## config.mk

```make
export PLATFORM = sky130hd
export DESIGN_NAME = uart_rx_frontend
export DESIGN_NICKNAME = d
export VERILOG_FILES = /design/src/rtl/uart_pkg.sv /design/src/rtl/uart_baud_tick.sv /design/src/rtl/uart_rx_frontend.sv
export SDC_FILE = /design/constraint.sdc
export NUM_CORES = 1
export LEC_CHECK = 0
export BUFFER_PORTS_ARGS = -buffer_cell sky130_fd_sc_hd__buf_2
export CAP_MARGIN = 20
export CORE_MARGIN = 10
export CORE_UTILIZATION = 50
export DETAILED_ROUTE_END_ITERATION = 7
export PLACE_DENSITY = 0.72
export SYNTH_ARGS = -nofsm -noshare
export SYNTH_HDL_FRONTEND = slang
export SYNTH_HIERARCHICAL = 1
export SYNTH_SLANG_ARGS = --single-unit
```

## constraint.sdc

```tcl
create_clock -name clock -period 4.7 [get_ports clock]
set_clock_uncertainty 0.1 [all_clocks]
set_input_delay 0.705 -clock clock [delete_from_list [all_inputs] [get_ports clock]]
set_output_delay 0.705 -clock clock [all_outputs]
set_load 0.02 [all_outputs]
```

## src/rtl/uart_pkg.sv

```systemverilog
// Shared constants for the serial monitor UART: state encodings, oversampling and vote phases.
// Helper functions for 3-sample majority vote and even-parity checking.
package uart_pkg;

    localparam int OVERSAMPLE = 16;

    localparam logic [3:0] VOTE_PH_A = 4'd7;
    localparam logic [3:0] VOTE_PH_B = 4'd8;
    localparam logic [3:0] VOTE_PH_C = 4'd9;

    localparam logic [7:0] ASCII_CR = 8'd13;

    typedef logic [2:0] rx_state_t;

    localparam rx_state_t ST_IDLE      = 3'd0;
    localparam rx_state_t ST_START     = 3'd1;
    localparam rx_state_t ST_DATA      = 3'd2;
    localparam rx_state_t ST_PARITY    = 3'd3;
    localparam rx_state_t ST_STOP      = 3'd4;
    localparam rx_state_t ST_WAIT_IDLE = 3'd5;

    function automatic logic vote3(input logic a, input logic b, input logic c);
        return (a & b) | (a & c) | (b & c);
    endfunction

    // Returns 1 when data plus parity bit hold an odd number of ones.
    function automatic logic even_par_err(input logic [7:0] d, input logic p);
        return ^{d, p};
    endfunction

endpackage

```

## src/rtl/uart_baud_tick.sv

```systemverilog
// Free-running oversample tick generator: one-clock pulse every DIV clocks.
// Shared between the monitor's receiver and transmitter.
module uart_baud_tick #(
    parameter int DIV = 10
) (
    input  logic clock,
    input  logic reset,
    output logic tick
);

    localparam int CW = (DIV > 1) ? $clog2(DIV) : 1;
    localparam logic [CW-1:0] LAST = CW'(DIV - 1);

    logic [CW-1:0] cnt_q;
    logic [CW-1:0] cnt_d;
    logic          tick_q;
    logic          tick_d;

    // Next count and next tick; tick_q is high while cnt_q sits at LAST.
    always_comb begin
        if (cnt_q == LAST) begin
            cnt_d = '0;
        end else begin
            cnt_d = cnt_q + CW'(1);
        end
        tick_d = (cnt_d == LAST);
    end

    // Counter and tick flops.
    always_ff @(posedge clock or posedge reset) begin
        if (reset) begin
            cnt_q  <= '0;
            tick_q <= 1'b0;
        end else begin
            cnt_q  <= cnt_d;
            tick_q <= tick_d;
        end
    end

    assign tick = tick_q;

endmodule

```

## src/rtl/uart_rx_frontend.sv

```systemverilog
// Oversampling 8N1 UART receiver with majority voting and a valid/ready holding register.
// Define UART_RX_PARITY_EN for an 11-bit frame with even parity checking.
module uart_rx_frontend
    import uart_pkg::*;
#(
    parameter int CLOCK_HZ = 50000000,
    parameter int BAUD     = 300,
    parameter int DIV      = CLOCK_HZ / (BAUD * OVERSAMPLE)
) (
    input  logic       clock,
    input  logic       reset,
    input  logic       UART_RX,
    input  logic       rx_ready,
    input  logic       overrun_clear,
    output logic [7:0] rx_data,
    output logic       rx_valid,
    output logic       framing_error,
    output logic       parity_error,
    output logic       overrun,
    output logic       busy
);

    logic       tick;
    logic       rx_meta_q;
    logic       rxs_q;

    rx_state_t  state_q, state_d;
    logic [3:0] phase_q, phase_d;
    logic [2:0] bit_cnt_q, bit_cnt_d;
    logic [7:0] shift_q, shift_d;
    logic       samp_a_q, samp_a_d;
    logic       samp_b_q, samp_b_d;
`ifdef UART_RX_PARITY_EN
    logic       par_err_q, par_err_d;
`endif

    logic [7:0] rx_data_q, rx_data_d;
    logic       rx_valid_q, rx_valid_d;
    logic       framing_error_q, framing_error_d;
    logic       parity_error_q, parity_error_d;
    logic       overrun_q, overrun_d;
    logic       busy_q, busy_d;

    logic       vote_s;
    logic       deliver_s;
    logic       frame_err_s;
    logic       accept_s;

    uart_baud_tick #(
        .DIV(DIV)
    ) u_tick (
        .clock(clock),
        .reset(reset),
        .tick (tick)
    );

    assign vote_s = vote3(samp_a_q, samp_b_q, rxs_q);

    // Frame recovery: bit timing, voting samples and the receive state machine.
    always_comb begin
        state_d     = state_q;
        phase_d     = phase_q;
        bit_cnt_d   = bit_cnt_q;
        shift_d     = shift_q;
        samp_a_d    = samp_a_q;
        samp_b_d    = samp_b_q;
        deliver_s   = 1'b0;
        frame_err_s = 1'b0;
`ifdef UART_RX_PARITY_EN
        par_err_d   = par_err_q;
`endif
        if (tick) begin
            phase_d = phase_q + 4'd1;
            if (phase_q == VOTE_PH_A) begin
                samp_a_d = rxs_q;
            end else begin
                samp_a_d = samp_a_q;
            end
            if (phase_q == VOTE_PH_B) begin
                samp_b_d = rxs_q;
            end else begin
                samp_b_d = samp_b_q;
            end
            case (state_q)
                ST_IDLE: begin
                    if (!rxs_q) begin
                        state_d = ST_START;
                        phase_d = 4'd1;
                    end else begin
                        state_d = ST_IDLE;
                    end
                end
                ST_START: begin
                    if (phase_q == VOTE_PH_C) begin
                        if (vote_s) begin
                            state_d = ST_IDLE;
                        end else begin
                            state_d   = ST_DATA;
                            bit_cnt_d = 3'd0;
`ifdef UART_RX_PARITY_EN
                            par_err_d = 1'b0;
`endif
                        end
                    end else begin
                        state_d = ST_START;
                    end
                end
                ST_DATA: begin
                    if (phase_q == VOTE_PH_C) begin
                        shift_d[bit_cnt_q] = vote_s;
                        bit_cnt_d          = bit_cnt_q + 3'd1;
                        if (bit_cnt_q == 3'd7) begin
`ifdef UART_RX_PARITY_EN
                            state_d = ST_PARITY;
`else
                            state_d = ST_STOP;
`endif
                        end else begin
                            state_d = ST_DATA;
                        end
                    end else begin
                        state_d = ST_DATA;
                    end
                end
`ifdef UART_RX_PARITY_EN
                ST_PARITY: begin
                    if (phase_q == VOTE_PH_C) begin
                        par_err_d = even_par_err(shift_q, vote_s);
                        state_d   = ST_STOP;
                    end else begin
                        state_d = ST_PARITY;
                    end
                end
`endif
                ST_STOP: begin
                    if (phase_q == VOTE_PH_C) begin
                        if (vote_s) begin
                            deliver_s = 1'b1;
                            state_d   = ST_IDLE;
                        end else begin
                            frame_err_s = 1'b1;
                            state_d     = ST_WAIT_IDLE;
                        end
                    end else begin
                        state_d = ST_STOP;
                    end
                end
                ST_WAIT_IDLE: begin
                    if (rxs_q) begin
                        state_d = ST_IDLE;
                    end else begin
                        state_d = ST_WAIT_IDLE;
                    end
                end
                default: begin
                    state_d = ST_IDLE;
                end
            endcase
        end else begin
            state_d = state_q;
        end
    end

    // Holding register, error pulses and sticky overrun.
    always_comb begin
        accept_s   = deliver_s && (!rx_valid_q || rx_ready);
        rx_data_d  = rx_data_q;
        rx_valid_d = rx_valid_q;
        overrun_d  = overrun_q;
        if (accept_s) begin
            rx_data_d  = shift_q;
            rx_valid_d = 1'b1;
        end else if (rx_ready) begin
            rx_valid_d = 1'b0;
        end else begin
            rx_valid_d = rx_valid_q;
        end
        if (deliver_s && !accept_s) begin
            overrun_d = 1'b1;
        end else if (overrun_clear) begin
            overrun_d = 1'b0;
        end else begin
            overrun_d = overrun_q;
        end
        framing_error_d = frame_err_s;
`ifdef UART_RX_PARITY_EN
        parity_error_d  = accept_s && par_err_q;
`else
        parity_error_d  = 1'b0;
`endif
        busy_d = (state_d != ST_IDLE);
    end

    // Pin synchroniser, idling high out of reset.
    always_ff @(posedge clock or posedge reset) begin
        if (reset) begin
            rx_meta_q <= 1'b1;
            rxs_q     <= 1'b1;
        end else begin
            rx_meta_q <= UART_RX;
            rxs_q     <= rx_meta_q;
        end
    end

    // Receive state machine and output registers.
    always_ff @(posedge clock or posedge reset) begin
        if (reset) begin
            state_q         <= ST_IDLE;
            phase_q         <= 4'd0;
            bit_cnt_q       <= 3'd0;
            shift_q         <= 8'd0;
            samp_a_q        <= 1'b1;
            samp_b_q        <= 1'b1;
`ifdef UART_RX_PARITY_EN
            par_err_q       <= 1'b0;
`endif
            rx_data_q       <= 8'd0;
            rx_valid_q      <= 1'b0;
            framing_error_q <= 1'b0;
            parity_error_q  <= 1'b0;
            overrun_q       <= 1'b0;
            busy_q          <= 1'b0;
        end else begin
            state_q         <= state_d;
            phase_q         <= phase_d;
            bit_cnt_q       <= bit_cnt_d;
            shift_q         <= shift_d;
            samp_a_q        <= samp_a_d;
            samp_b_q        <= samp_b_d;
`ifdef UART_RX_PARITY_EN
            par_err_q       <= par_err_d;
`endif
            rx_data_q       <= rx_data_d;
            rx_valid_q      <= rx_valid_d;
            framing_error_q <= framing_error_d;
            parity_error_q  <= parity_error_d;
            overrun_q       <= overrun_d;
            busy_q          <= busy_d;
        end
    end

    assign rx_data       = rx_data_q;
    assign rx_valid      = rx_valid_q;
    assign framing_error = framing_error_q;
    assign parity_error  = parity_error_q;
    assign overrun       = overrun_q;
    assign busy          = busy_q;

endmodule

```

# Yosys cells after proc, flatten, opt, wreduce, memory -nomap -nowiden
# Index checks and enable logic that the tools add are counted.
[op_classes] n_addsub=3 magnitude_cmp=2 n_eq_ne=13 mux=32 bitwise_logic=5 reduce_logical=15
[ops] op="$mux W3" count=10
[ops] op="$eq A14 B14 Y1 const B" count=2
[ops] op="$pmux W3 S5" count=1
[ops] op="$add A14 B1 Y14 const B" count=1
[ops] op="$mux W1" count=14
[ops] op="$mux W14" count=1
[ops] op="$eq A3 B3 Y1 const B" count=3
[ops] op="$bwmux W8" count=1
[ops] op="$eq A4 B4 Y1 const B" count=2
[ops] op="$mux W4" count=2
[ops] op="$ne A2 B2 Y1 const B" count=3
[ops] op="$pmux W3 S2" count=1
[ops] op="$reduce_bool A2 Y1" count=3
[ops] op="$reduce_and A5 Y1" count=1
[ops] op="$add A4 B1 Y4 const B" count=1
[ops] op="$eq A4 B3 Y1 const B" count=1
[ops] op="$lt A3 B4 Y1 const B" count=1
[ops] op="$reduce_and A2 Y1" count=2
[ops] op="$add A3 B1 Y3 const B" count=1
[ops] op="$and A1 B1 Y1" count=3
[ops] op="$demux W1 S3" count=1
[ops] op="$eq A3 B1 Y1 const B" count=1
[ops] op="$eq A3 B2 Y1 const B" count=1
[ops] op="$ge A3 B1 Y1 const B" count=1
[ops] op="8 further kinds" count=12
[totals] register_bits=49 in_bits=5 out_inout_bits=13 wordCells=85

# Logic depth before layout (Yosys ltp)
# Gate-level depths: netlist of the first run.
[depth] ltp_word=11 mapped_depth=7 depth_no_buf=6

# Modules after synthesis
# The synthesis of the first run kept the hierarchy.
[modules_own_cells] module="uart_rx_frontend" instances=1 cells_each=148 area_each_um2=1725.4 seq_area_each_um2=855.8
[modules_own_cells] module="uart_baud_tick" instances=1 cells_each=72 area_each_um2=780.7 seq_area_each_um2=375.4

# Worst setup path before layout of the first run
# No wires, ideal clock.
[synth_path] path_type="register -> register" start="reg bit_cnt_q[1]" end="reg busy_q (netlist: busy)" setup_time_ns=0.064 t_arrival_ns=1.735 required_time_ns=4.536 slack_ns=2.801 stages_incl_launch_ff=7 n_path_buf=0 synth_period_minus_slack_ns=1.899 cell_sequence="dfrtp_1 > ha_1 > ha_1 > or4bb_1 > o2bb2a_1 > a31oi_1 > a211o_1"
[synth_via] elab_chain_len=6
[synth_lines] element="start, declared" line_no="uart_rx_frontend.sv:29" source="logic [2:0] bit_cnt_q, bit_cnt_d;"
[synth_lines] element="start signal, assigned" line_no="uart_rx_frontend.sv:226" source="bit_cnt_q <= bit_cnt_d;"
[synth_lines] element="$eq A3 B3 Y1" line_no="uart_rx_frontend.sv:112" source="if (bit_cnt_q == 3'd7) begin"
[synth_lines] element="$mux W3" line_no="uart_rx_frontend.sv:112"
[synth_lines] element="$mux W3" line_no="uart_rx_frontend.sv:109" source="if (phase_q == VOTE_PH_C) begin"
[synth_lines] element="$pmux W3 S5" line_no="uart_rx_frontend.sv:84" source="case (state_q)"
[synth_lines] element="$mux W3" line_no="uart_rx_frontend.sv:72" source="if (tick) begin"
[synth_lines] element="$reduce_bool A3 Y1" line_no="uart_rx_frontend.sv:191" source="busy_d = (state_d != ST_IDLE);"
[synth_lines] element="via busy_d" line_no="uart_rx_frontend.sv:42" source="logic busy_q, busy_d;"
[synth_lines] element="end signal, assigned" line_no="uart_rx_frontend.sv:238" source="busy_q <= busy_d;"
[synth_lines] element="end, declared" line_no="uart_rx_frontend.sv:42"
# The timed path passes the listed nets, and every way through them passes these cells.
# A chain may end at the register's enable or synchronous reset.

# Worst setup path after layout of the first run
[layout_path] start="reg bit_cnt_q[0]" end="reg busy_q (netlist: busy)"
# Same word-level chain as after synthesis.

==> results of run 1 <==
[final cells by class]
type	instances	share of cell area
tap	67	0.0306
clock buffer	7	0.0352
sequential	49	0.450
inverter	7	0.00961
multi-input combinational	156	0.441
timing repair buffer	17	0.0320
clock inverter	1	0.00183
[logic make-up (layout without fill, tap and decap cells)]
kind of cell | after synthesis | after routing | synth area share
AO/OA/AOI/OAI | 24 | 24 | 0.0609
XOR/XNOR | 12 | 12 | 0.0419
adder cells (fa/ha/maj) | 7 | 7 | 0.0344
buffers and inverters | 15 | 32 | 0.0280
flip-flops | 49 | 49 | 0.491
multiplexers | 20 | 20 | 0.101
other | 1 | 1 | 0.00150
AND/OR/NAND/NOR | 92 | 92 | 0.241
[synthesized netlist by cell type (4+ instances only)]
| cell type | n | share of area |
|---|---|---|
| o22ai_1 | 4 | 0.010 |
| dfstp_2 | 4 | 0.042 |
| nand3b_1 | 4 | 0.012 |
| o21ai_0 | 5 | 0.010 |
| dfrtp_1 | 45 | 0.45 |
| mux2_4 | 8 | 0.048 |
| nor2_1 | 18 | 0.027 |
| nand4b_1 | 4 | 0.014 |
| xor2_1 | 7 | 0.024 |
| inv_1 | 7 | 0.010 |
| clkbuf_1 | 4 | 0.0060 |
| ha_1 | 6 | 0.030 |
| nand3_1 | 11 | 0.022 |
| xnor2_1 | 5 | 0.017 |
| a21oi_1 | 6 | 0.012 |
| nand2_1 | 16 | 0.024 |
| mux2_2 | 10 | 0.045 |
| nand2b_1 | 4 | 0.010 |
[worst max-delay path, cell delays in order, from the launching register on]
cell and delay (ns):
dfrtp_1 0.53, ha_1 0.21, ha_1 0.15, or4bb_1 0.46, o2bb2a_1 0.31, a31oi_1 0.17, a211o_1 0.12
[sequential cells by signal, indices dropped and copies added (netlist names)]
name	count
u_tick/cnt_q	14
rx_data	8
shift_q	8
phase_q	4
bit_cnt_q	3
state_q	3
busy	1
framing_error	1
overrun	1
rx_meta_q	1
rx_valid	1
rxs_q	1
samp_a_q	1
samp_b_q	1
u_tick/tick	1
[stage by stage]
step           setup WS [ns]  utilization
4_1_cts                 2.59        0.572
3_5_place_dp            2.62        0.550
6_report                2.60        0.572
2_1_floorplan           2.80            -
5_1_grt                 2.43        0.572
3_3_place_gp            2.66        0.550
[report_power, final]
group	total (mW)	switching, mW	internal (mW)	leakage, nW
clock network	0.265	0.132	0.133	0.0542
registers	0.424	0.000787	0.423	0.656
logic	0.0129	0.0101	0.00279	0.597
[worst min path at each step]
stage	end	cells after the start	slack [ns]
after floorplan	rxs_q$_DFF_PP1_	0	0.25
after global placement	rxs_q$_DFF_PP1_	0	0.25
after global routing	rxs_q$_DFF_PP1_	0	0.26
final	rxs_q$_DFF_PP1_	0	0.26
after CTS	rxs_q$_DFF_PP1_	0	0.26
after detailed placement	rxs_q$_DFF_PP1_	0	0.25
[per-layer routing]
metal / GRT usage / share of wire / vias to the layer above
met2: 0.171 / 0.46 / 32
met1: 0.141 / 0.48 / 799
met3: 0.0357 / 0.051 / 6
li1: - / - / 815
met4: 0.0418 / 0.014 / 0
met5: 0 / 0 / -
==> results.cfg, run 1 <==
[status]
status = finished, final reports clean

[power_and_ir_drop]
peakVddDrop_mv = 0.189
power_uw = 702
cellPowerDensity_nw_per_um2 = 257
power.leakage_nw = 1.31

[grt]
grt_pass1_wl_um = 7720
antenna_found_initial = 0
grt_max_degree = 35
grt_pass1_vias = 1646
gr-total-overflow = 0
grt_use_total = 0.111

[drt]
drt-pass1-iter-count = 4
ant_nets = 0
wl_um = 4280
route.detailed.wl_per_inst_um = 14.1
viasPerCell = 5.43
drc = 0
drt_iter0_markers = 112
vias = 1652

[synthesis]
syn-num-nets = 231
syn_inst = 220
ys.flop_type = dfrtp_1
yosysWarnings = 6
synth_seq_cells = 49
postSynth.asyncResetShare = 1.00
syn_area_per_cell_um2 = 11.4
synth_cell_types = 56
ys_seq_area_frac = 0.491
synth-edff-count = 0
syn_area_um2 = 2510

[timing]
fmax_mhz = 475
hold_violations = 0
timing.slew.headroom = 0.638
fin_hold_ws_ns = 0.259
rsz0062_at_grt = no
fin_tns_setup_ns = 0
worst_pin_slew_ns = 0.543
slew_viol_final = 0
post-route-period-util = 0.448
setup_violations = 0
fin_crit_ns = 2.10

[layout]
final_nets = 247
layout_common_cells = dfrtp_1 (45), nor2_1 (18), nand2_1 (16), buf_2 (16), nand3_1 (11)
diodes = 0
seq_area_um2 = 1230
final_common_cell = dfrtp_1
synthToLayoutAreaGrowth_pct = 9.14
fin_cells = 304
fillers = 417
layout-drive-gt1-share = 0.253
multi_input_area_um2 = 1200
postLayoutCellArea_um2 = 2740

[critical_path]
endpoint_kind = flip-flop
arrival_ns = 2.24
cp_max_fo = 9
crit_path_start = bit_cnt_q[0]$_DFFE_PP0P_
r2r_end = busy$_DFF_PP0_
r2r_cells = 6
endpoint = busy$_DFF_PP0_
rr_startpoint = bit_cnt_q[0]$_DFFE_PP0P_
start_kind = flip-flop
critPathRequiredTime_ns = 4.84
rrSetupSlack_ns = 2.60
worst-setup-path-type = flip-flop to flip-flop

[clock_network]
cts_max_path_buffers = 2
root_buffer = clkbuf_8
clkTransAtPathRegs_ns = 0.08
post_cts_buffers = 0
h-tree-depth = 2
clock_sinks = 49
ctsResizeCount = 0
hold_buffers = 0
cts_buffers = 5
clock_latency_ns = 0.30
cts_tree = done

[placed_design]
portBuffers = 16
place_congestion = 0.825
place_hpwl_um = 3050
place_area_um2 = 2630
dp_cells = 296

[floorplan]
fp.dieH_um = 90.8
fp.dieW_um = 90.8
floorplan.initialDensity = 0.524
io_pins = 18
dieArea_um2 = 8240
row_count = 25
core_um2 = 4790

[hold_path]
worstHoldPathType = flip-flop to flip-flop
min-delay-start = rx_meta_q$_DFF_PP1_

[flow_run]
maxCapViolCount = 0
No activity file was read; power rests on OpenSTA's default activity.
==> run 2: changes to the inputs <==
clock period = 1.95 ns   (was 4.7 ns; I/O delays follow)
==> results.cfg, run 2 (same netlist as run 1, synthesis figures left out) <==
[timing]
rsz0062_at_grt = yes
setup_ws_ns = 0.0498
hold_violations = 0
timing.slew.headroom = 0.622
worst_pin_slew_ns = 0.566
slew_viol_final = 0
post-route-period-util = 0.974
fin_crit_ns = 1.90
fin_tns_setup_ns = 0
setup_violations = 0
fmax_mhz = 526

[power_and_ir_drop]
switchingPower_uw = 356
switching_share = 0.201
clkPwrFrac = 0.403
peakVddDrop_mv = 0.439
power_mw = 1.77
power.leakage_nw = 1.38
cellPowerDensity_nw_per_um2 = 618
cellInternalPower_mw = 1.41
seqPwrFrac = 0.577
comb_power_share = 0.020

[placed_design]
place_hpwl_um = 3200
post-place-ws_ns = 0.0412
place_congestion = 0.772
portBuffers = 16
dp_cells = 306

[drt]
wl_um = 4320
route.detailed.wl_per_inst_um = 13.7
vias = 1666
drt_iter0_markers = 124
drt-pass1-iter-count = 4
ant_nets = 0
drc = 0
viasPerCell = 5.27

[layout]
fin_cells = 316
final_common_cell = dfrtp_1
layout_common_cells = dfrtp_1 (45), nor2_1 (18), nand2_1 (16), buf_2 (16)
diodes = 0
fillers = 387
layout-drive-gt1-share = 0.289
largest_reg_flops = 14
synthToLayoutAreaGrowth_pct = 14.4
regMostFlops = u_tick/cnt_q
final_nets = 259

[critical_path]
worst-setup-path-type = flip-flop to flip-flop
endpoint_kind = flip-flop
start_kind = flip-flop
cp_max_fo = 2
arrival_ns = 2.05
critPathRequiredTime_ns = 2.10

[floorplan]
dieArea_um2 = 8240
fp.dieH_um = 90.8
fp.dieW_um = 90.8
io_pins = 18
core_um2 = 4790
row_count = 25
floorplan.initialDensity = 0.524

[clock_network]
cts_tree = done
cts_max_path_buffers = 2
clkTransAtPathRegs_ns = 0.09
clock_sinks = 49
root_buffer = clkbuf_8
clock_latency_ns = 0.30
post_cts_buffers = 0
h-tree-depth = 2
cts_buffers = 5

[status]
status = finished, final reports clean

[grt]
grt_max_degree = 35
antenna_found_initial = 0
grt_pass1_vias = 1667
gr-total-overflow = 0
grt_pass1_wl_um = 7840
grt_use_total = 0.111

[flow_run]
maxCapViolCount = 0

[hold_path]
worstHoldPathType = input pin to flip-flop
[run 2: cell count changes in the layout (fill, tap and decap cells not counted), sizes merged]
| cell | change |
|---|---|
| buf | +10 |
| bufinv | +1 |
| clkbuf | -1 |
| dlygate4sd3 | +2 |
[run 2: worst paths after layout]
check / startpoint / slack, ns / to / cells past startpoint
max: bit_cnt_q[1]$_DFFE_PP0P_ / 0.05 / busy$_DFF_PP0_ / 6
min: overrun_clear / 0.07 / overrun$_DFFE_PP0P_ / 2
max reg2reg: bit_cnt_q[1]$_DFFE_PP0P_ / 0.05 / busy$_DFF_PP0_ / 6
max in group asynchronous: reset / 0.88 / u_tick/cnt_q[7]$_DFF_PP0_ / 3
min reg2reg: rx_meta_q$_DFF_PP1_ / 0.27 / rxs_q$_DFF_PP1_ / 0
min in group asynchronous: reset / 0.49 / u_tick/cnt_q[5]$_DFF_PP0_ / 3
[run 2: metrics by stage]
| step | hold WS, ns | area [µm²] | util |
|---|---|---|---|
| 6_report | 0.0738 | 2870 | 0.599 |
| 3_3_place_gp | 0.247 | 2710 | 0.566 |
| 3_5_place_dp | 0.252 | 2710 | 0.566 |
| 2_1_floorplan | 0.0940 | 2510 | - |
| 4_1_cts | 0.0621 | 2840 | 0.593 |
| 5_1_grt | 0.0724 | 2870 | 0.599 |
[run 2: worst max-delay path, cell delays in order (launching register included)]
cell and delay (ns):
dfrtp_1 0.36, ha_1 0.15, ha_1 0.17, or4bb_1 0.47, o2bb2a_1 0.31, a31oi_1 0.15
a211o_1 0.12
[run 2: layer usage]
layer | global-route usage | share of wire | up-vias
met3 | 0.0349 | 0.062 | 8
met5 | 0 | 0 | -
met4 | 0.0352 | 0.012 | 0
met1 | 0.137 | 0.47 | 774
met2 | 0.179 | 0.45 | 47
li1 | - | - | 837
[run 2: power by group through the flow]
stage          sequential, mW  clock [mW]  combinational (mW)
3_5_place_dp             1.04           0              0.0329
5_1_grt                  1.02       0.781              0.0408
4_1_cts                  1.02       0.744              0.0360
2_1_floorplan            1.04           0              0.0224
3_3_place_gp             1.04           0              0.0328
6_report                 1.02       0.714              0.0353
[run 2: repair_timing]
action,in CTS,in global routing
endpoints found under the hold margin,46,0
endpoints found under the setup margin,0,23
hold buffers,2,0
resized for setup,0,5
[run 2: final cells by class]
class | instances | area, µm² | share of cell area
tap | 67 | 83.8 | 0.0292
sequential | 49 | 1230 | 0.430
clock inverter | 2 | 38.8 | 0.0135
multi-input combinational | 156 | 1230 | 0.430
inverter | 7 | 26.3 | 0.00917
timing repair buffer | 29 | 183 | 0.0637
clock buffer | 6 | 72.6 | 0.0253
